File: config.mk
export PLATFORM = sky130hd
export DESIGN_NAME = uart_tx_buf
export DESIGN_NICKNAME = d
export VERILOG_FILES = /design/src/rtl/uart_tx_buf.sv
export SDC_FILE = /design/constraint.sdc
export NUM_CORES = 1
export LEC_CHECK = 0
export BUFFER_PORTS_ARGS = -buffer_cell sky130_fd_sc_hd__buf_2
export CORE_ASPECT_RATIO = 2
export CORE_MARGIN = 1
export CORE_UTILIZATION = 51
export CTS_CLUSTER_DIAMETER = 100
export DETAILED_ROUTE_END_ITERATION = 6
export GPL_TIMING_DRIVEN = 0
export HOLD_SLACK_MARGIN = 0.12
export PLACE_DENSITY = 0.67
export SYNTH_ARGS = -nofsm -noshare
export SYNTH_HDL_FRONTEND = slang
export SYNTH_SLANG_ARGS = --single-unit
File: constraint.sdc
create_clock -name clk -period 5.5 [get_ports clk]
set_input_delay 0.825 -clock clk [delete_from_list [all_inputs] [get_ports clk]]
set_output_delay 0.825 -clock clk [all_outputs]
set_load 0.05 [all_outputs]
File: src/rtl/uart_tx_buf.sv
// Buffered 8N1 UART transmitter: ring-buffer FIFO feeding a start/data/stop serializer.
// Bytes are sent LSB first and back-to-back while the FIFO holds data.
module uart_tx_buf #(
  parameter int clk_freq  = 12000000,
  parameter int baud      = 115200,
  parameter int tbuf_size = 16
) (
  input  logic       clk,
  input  logic       rst,
  input  logic       put,
  input  logic [7:0] data,
  output logic       full,
  output logic       empty,
  output logic       busy,
  output logic       TX
);

  localparam int DIV = clk_freq / baud;
  localparam int AW  = $clog2(tbuf_size);
  localparam int PW  = AW + 1;
  localparam int CW  = $clog2(DIV);
  localparam logic [CW-1:0] CNT_LAST = CW'(DIV - 1);
  localparam logic [PW-1:0] DEPTH    = PW'(tbuf_size);

  typedef enum logic [1:0] {IDLE, START, DATA, STOP} state_t;

  state_t        state_q, state_d;
  logic [CW-1:0] cnt_q, cnt_d;
  logic [2:0]    bit_q, bit_d;
  logic [PW-1:0] b_q, e_q;
  logic          tx_q, tx_d;
  logic [7:0]    shift_q;
  logic [7:0]    mem [tbuf_size];
  logic          pop, shift_en, wr_en;

  // Pointers carry an extra wrap bit so full and empty are distinguishable.
  assign empty = (b_q == e_q);
  assign full  = ((e_q - b_q) == DEPTH);
  assign wr_en = put & ~full;
  assign busy  = (state_q != IDLE);
  assign TX    = tx_q;

  always_comb begin
    state_d  = state_q;
    cnt_d    = cnt_q;
    bit_d    = bit_q;
    pop      = 1'b0;
    shift_en = 1'b0;
    tx_d     = 1'b1;
    case (state_q)
      IDLE: begin
        if (!empty) begin
          pop     = 1'b1;
          state_d = START;
          cnt_d   = '0;
        end
      end
      START: begin
        if (cnt_q == CNT_LAST) begin
          state_d = DATA;
          cnt_d   = '0;
          bit_d   = 3'd0;
        end else begin
          cnt_d = cnt_q + 1'b1;
        end
      end
      DATA: begin
        if (cnt_q == CNT_LAST) begin
          cnt_d    = '0;
          shift_en = 1'b1;
          if (bit_q == 3'd7) state_d = STOP;
          else               bit_d   = bit_q + 3'd1;
        end else begin
          cnt_d = cnt_q + 1'b1;
        end
      end
      STOP: begin
        if (cnt_q == CNT_LAST) begin
          cnt_d = '0;
          if (!empty) begin
            pop     = 1'b1;
            state_d = START;
          end else begin
            state_d = IDLE;
          end
        end else begin
          cnt_d = cnt_q + 1'b1;
        end
      end
      default: state_d = IDLE;
    endcase
    // The line level is precomputed from the next state so TX can be a plain flop.
    case (state_d)
      START:   tx_d = 1'b0;
      DATA:    tx_d = shift_en ? shift_q[1] : shift_q[0];
      default: tx_d = 1'b1;
    endcase
  end

  always_ff @(posedge clk or posedge rst) begin
    if (rst) begin
      state_q <= IDLE;
      cnt_q   <= '0;
      bit_q   <= '0;
      b_q     <= '0;
      e_q     <= '0;
      tx_q    <= 1'b1;
    end else begin
      state_q <= state_d;
      cnt_q   <= cnt_d;
      bit_q   <= bit_d;
      tx_q    <= tx_d;
      if (pop)   b_q <= b_q + 1'b1;
      if (wr_en) e_q <= e_q + 1'b1;
    end
  end

  // Buffer RAM with the shift register acting as its registered read port.
  always_ff @(posedge clk) begin
    if (wr_en) mem[e_q[AW-1:0]] <= data;
    if (pop)           shift_q <= mem[b_q[AW-1:0]];
    else if (shift_en) shift_q <= {1'b0, shift_q[7:1]};
  end

endmodule
# --- Word level (Yosys, flattened, before mapping) ---
# Memories as Yosys holds them, arrays and structs flattened.
# Cells that the tools add are included.
totals:
  input_bits: 11
  wordCells: 59
  regBits: 31
  ram_bits: 128
  output_inout_bits: 4
  n_memories: 1
memory_table:
  columns: ["name", "words", "width", "rd", "rd_clocked_by_memory_dff", "write_ports", "line_no", "rtl"]
  rows:
  - ["mem", 16, 8, 1, 0, 1, "33", "logic [7:0] mem [tbuf_size];"]
classes:
  bitwise_logic: 2
  n_mux: 25
  n_eq_ne: 13
  n_addsub: 5
  n_reduce_logical: 6
ops:
  columns: ["operator", "count"]
  rows:
  - ["$mux W8", 2]
  - ["$mux W7", 2]
  - ["$pmux W7 S2", 1]
  - ["$add A5 B1 Y5 const B", 2]
  - ["$mux W2", 5]
  - ["$mux W3", 3]
  - ["$mux W1", 8]
  - ["$ne A2 B2 Y1 const B", 4]
  - ["$pmux W2 S4", 1]
  - ["$add A7 B1 Y7 const B", 1]
  - ["$eq A7 B7 Y1 const B", 1]
  - ["$eq A2 B2 Y1 const B", 3]
  - ["$pmux W3 S2", 1]
  - ["$reduce_bool A2 Y1", 3]
  - ["$eq A5 B5 Y1", 1]
  - ["$eq A5 B5 Y1 const B", 1]
  - ["$sub A5 B5 Y5", 1]
  - ["$eq A2 B1 Y1 const B", 2]
  - ["$pmux W1 S2", 2]
  - ["$reduce_and A4 Y1", 1]
  - ["$add A3 B1 Y3 const B", 1]
  - ["$eq A3 B3 Y1 const B", 1]
  - ["$reduce_or A3 Y1", 1]
  - ["$logic_not A2 Y1", 1]
  - ["2 further kinds", 2]

# --- Longest topological paths before layout ---
logic_depth:
  depth_word: 6
  mapped_depth: 10
  mapped_depth_nobuf: 8

# --- Worst setup path after synthesis ---
# Ideal clock, no wire load.
synth_timing:
  path_kind: "reg2out"
  startpoint: "register b_q[1]"
  endpoint: "output port full"
  t_arrival_ns: 2.155
  required_time_ns: 4.675
  path_stages_with_launch: 10
  setup_slack_ns: 2.520
  n_path_buf: 2
  path_cell_list: "dfrtp_1 buf_6 buf_6 inv_1 ha_1 nor2b_1 or4_1 a21oi_2 o211ai_2 inv_2"
synth_via:
  elab_chain_cells: 2
synth_lines:
  columns: ["element", "line_no", "rtl"]
  rows:
  - ["start: declaration", "30", "logic [PW-1:0] b_q, e_q;"]
  - ["start signal: assignment", "113", "if (pop) b_q <= b_q + 1'b1;"]
  - ["$sub A5 B5 Y5", "38", "assign full = ((e_q - b_q) == DEPTH);"]
  - ["$eq A5 B5 Y1", "38", null]
  - ["end: declaration", "12", "output logic full,"]
# Every way passes these cells.

# --- Final worst setup path ---
layout_timing:
  startpoint: "register b_q[2]"
  endpoint: "output port full"
# Same word-level chain as after synthesis.

==> metrics.cfg <==
[clocking]
path_clk_slew_ns=0.06
clock_latency_ns=0.42
root_buffer=clkbuf_16
cts_tree=built
hold_buffers=0
numCtsBuffers=17
cts_resized=0
cts_setup_buffers=0
numClockSinks=159
clockBufferDepth=2
cts_max_level=4

[setup_path]
worstPathArrival_ns=3.22
critPathKind=flip-flop to output port
critPathLaunchType=flip-flop
crit_fanout=10
cp-end-kind=output port
required_ns=4.68

[routing]
detail-route-antenna-nets=0
routedWlPerCell_um=21.8
via_count=3482
drcViolationCount=4
wirelength_um=12900
viasPerCell=5.90
drt_pass1_iterations=7
drt_iter0_drc=173

[die]
dieWidth_um=83.9
io_pins=15
die_h_um=166
die-area_sq_um=13900
start_util=0.524
fp-row-count=59
core_area_sq_um=13100

[place]
dp_cells=559
dp.final_hpwl_um=9440
place.gp.congestion=0.891
port_buffers=14

[grt]
grt_usage=0.202
grt_pass1_wl_um=20500
grt_pass1_vias=3829
antenna_found_initial=0
grt_max_degree=24
grt-ovfl-total=0

[synthesis]
ys_async_sr_fraction=0.145
synth.largest_area_cell=edfxtp_1
yosysMostFrequentCell=edfxtp_1
synth_compound_area_frac=0.0278
yosys.area_share.adder=0.0311
synth-simple-area-share=0.0757
synthTopCellsByCount=edfxtp_1, nand2_1, dfrtp_1
ys_warn_count=0
syn_area_sq_um=6840
yosysTopAreaCellShare=0.597
synth_xor_area_frac=0.0139
synth_edf_count=136
postSynthAreaPerCell_sq_um=17.4
synth_top_family_by_area=multiplexers
ys_seq_area_frac=0.681
ys.flop_type=edfxtp_1
ys_types=44
netlist_instances=393
synth.top_cells.by_area=edfxtp_1, mux4_1, dfrtp_1, mux4_2, ha_1
synth_mux_area_frac=0.148
synth_seq_cells=159
syn-num-nets=421

[power]
p_leak_nw=2.79
power_density_nw_per_um2=528
ir_worst_vdd_mv=0.224

[flow_run]
cap_viol_max_count=0

[sta]
fmaxAchievable_ghz=0.247
post-route-min-period_ns=4.04
slew_headroom=0.359
slew_violations=0
finalSetupViolations=0
clock-skew-final_ns=0.0226
fin_crit_sh=0.735
worstMarginPinSlew_ns=0.956
hold_viol=0
finalSetupTns_ns=0
rsz0062_at_grt=no

[cells_and_area]
nets=454
drive_above_1_share=0.205
final_cells=590
diodes=0
fin_util=0.589
syn_to_final_growth_pct=12.5

[status]
violations=DRC
outcome=finished, violations left

[hold_path]
min_path_type=flip-flop to flip-flop

final cells by class:
| class | instances | area (sq um) |
|---|---|---|
| Clock inverter | 14 | 131 |
| Tap cell | 152 | 190 |
| Inverter | 10 | 37.5 |
| Sequential cell | 159 | 4660 |
| Timing Repair Buffer | 14 | 70.1 |
| Fill cell | 964 | 5370 |
| Buffer | 12 | 115 |
| Multi-Input combinational cell | 212 | 2070 |
| Clock buffer | 17 | 425 |
sequential cells by signal, indices dropped and copies added, names as in the netlist:
register / cells
TX: 1
b_q: 5
bit_q: 3
cnt_q: 7
e_q: 5
mem: 128
shift_q: 8
state_q: 2
metrics by stage:
| stage | power (mW) | worst slack (ns) | area (sq um) | hold slack, ns |
|---|---|---|---|---|
| after global placement | 2.93 | 1.69 | 7100 | 0.491 |
| after floorplan | 2.64 | 2.52 | 6840 | 0.443 |
| after CTS | 4.10 | 1.44 | 7700 | 0.501 |
| after global routing | 4.27 | 1.28 | 7700 | 0.534 |
| final | 4.07 | 1.46 | 7700 | 0.500 |
| after detailed placement | 3.00 | 1.92 | 7140 | 0.491 |
cell families (layout without fill, tap and decap cells):
logic type | count (synthesis) | in the layout
flip-flops | 159 | 159
multiplexers | 43 | 43
XOR/XNOR | 10 | 10
AO/OA/AOI/OAI | 30 | 30
adder cells (fa/ha/maj) | 17 | 17
AND/OR/NAND/NOR | 112 | 112
buffers and inverters | 22 | 67
report_power, final:
group | switching (mW) | leakage, nW | internal [mW]
registers | 0.0987 | 1.52 | 1.53
clock network | 0.471 | 0.273 | 0.627
logic | 0.748 | 0.990 | 0.594
metal layers:
layer	global-route usage	vias up	share of wire
met5	0	-	0
met4	0.0825	0	0.019
met3	0.0477	14	0.024
met2	0.389	72	0.61
met1	0.204	1776	0.35
li1	-	1620	-
layout by cell type (no fill, tap or decap), types with 3 or more instances in the layout:
master,count
clkinv_4,5
buf_6,5
inv_6,4
dfrtp_1,22
buf_2,16
xnor2_1,7
nand2_1,54
mux4_2,19
nor3_2,10
edfxtp_1,136
and2_1,4
a21oi_1,5
ha_1,17
nand3_1,11
clkbuf_16,17
and3_1,6
mux4_1,21
nor2_1,14
o21ai_0,13
a22o_1,3
o31ai_1,3
inv_1,7
clkinv_1,4
worst max-delay path, cell delays in order (launching register included):
cell,delay [ns]
dfrtp_1,0.47
clkinv_1,0.38
ha_1,0.43
or4_1,0.54
a21oi_2,0.21
o211ai_2,0.18
inv_2,0.27
buf_2,0.32
path summary, 6_finish.rpt:
| path | start | to | slack [ns] | cells after the start |
|---|---|---|---|---|
| worst max-delay path | b_q[2] | full | 1.46 | 7 |
| worst min-delay path | cnt_q[5] | cnt_q[5] | 0.50 | 1 |
| worst max register to register | b_q[2] | mem[8][4] | 2.09 | 8 |
| worst min register to register | cnt_q[5] | cnt_q[5] | 0.50 | 1 |
| max in group asynchronous | rst | cnt_q[1] | 4.30 | 2 |
| min in group asynchronous | rst | e_q[1] | 0.60 | 2 |
Power figures use the tool's default switching activity.
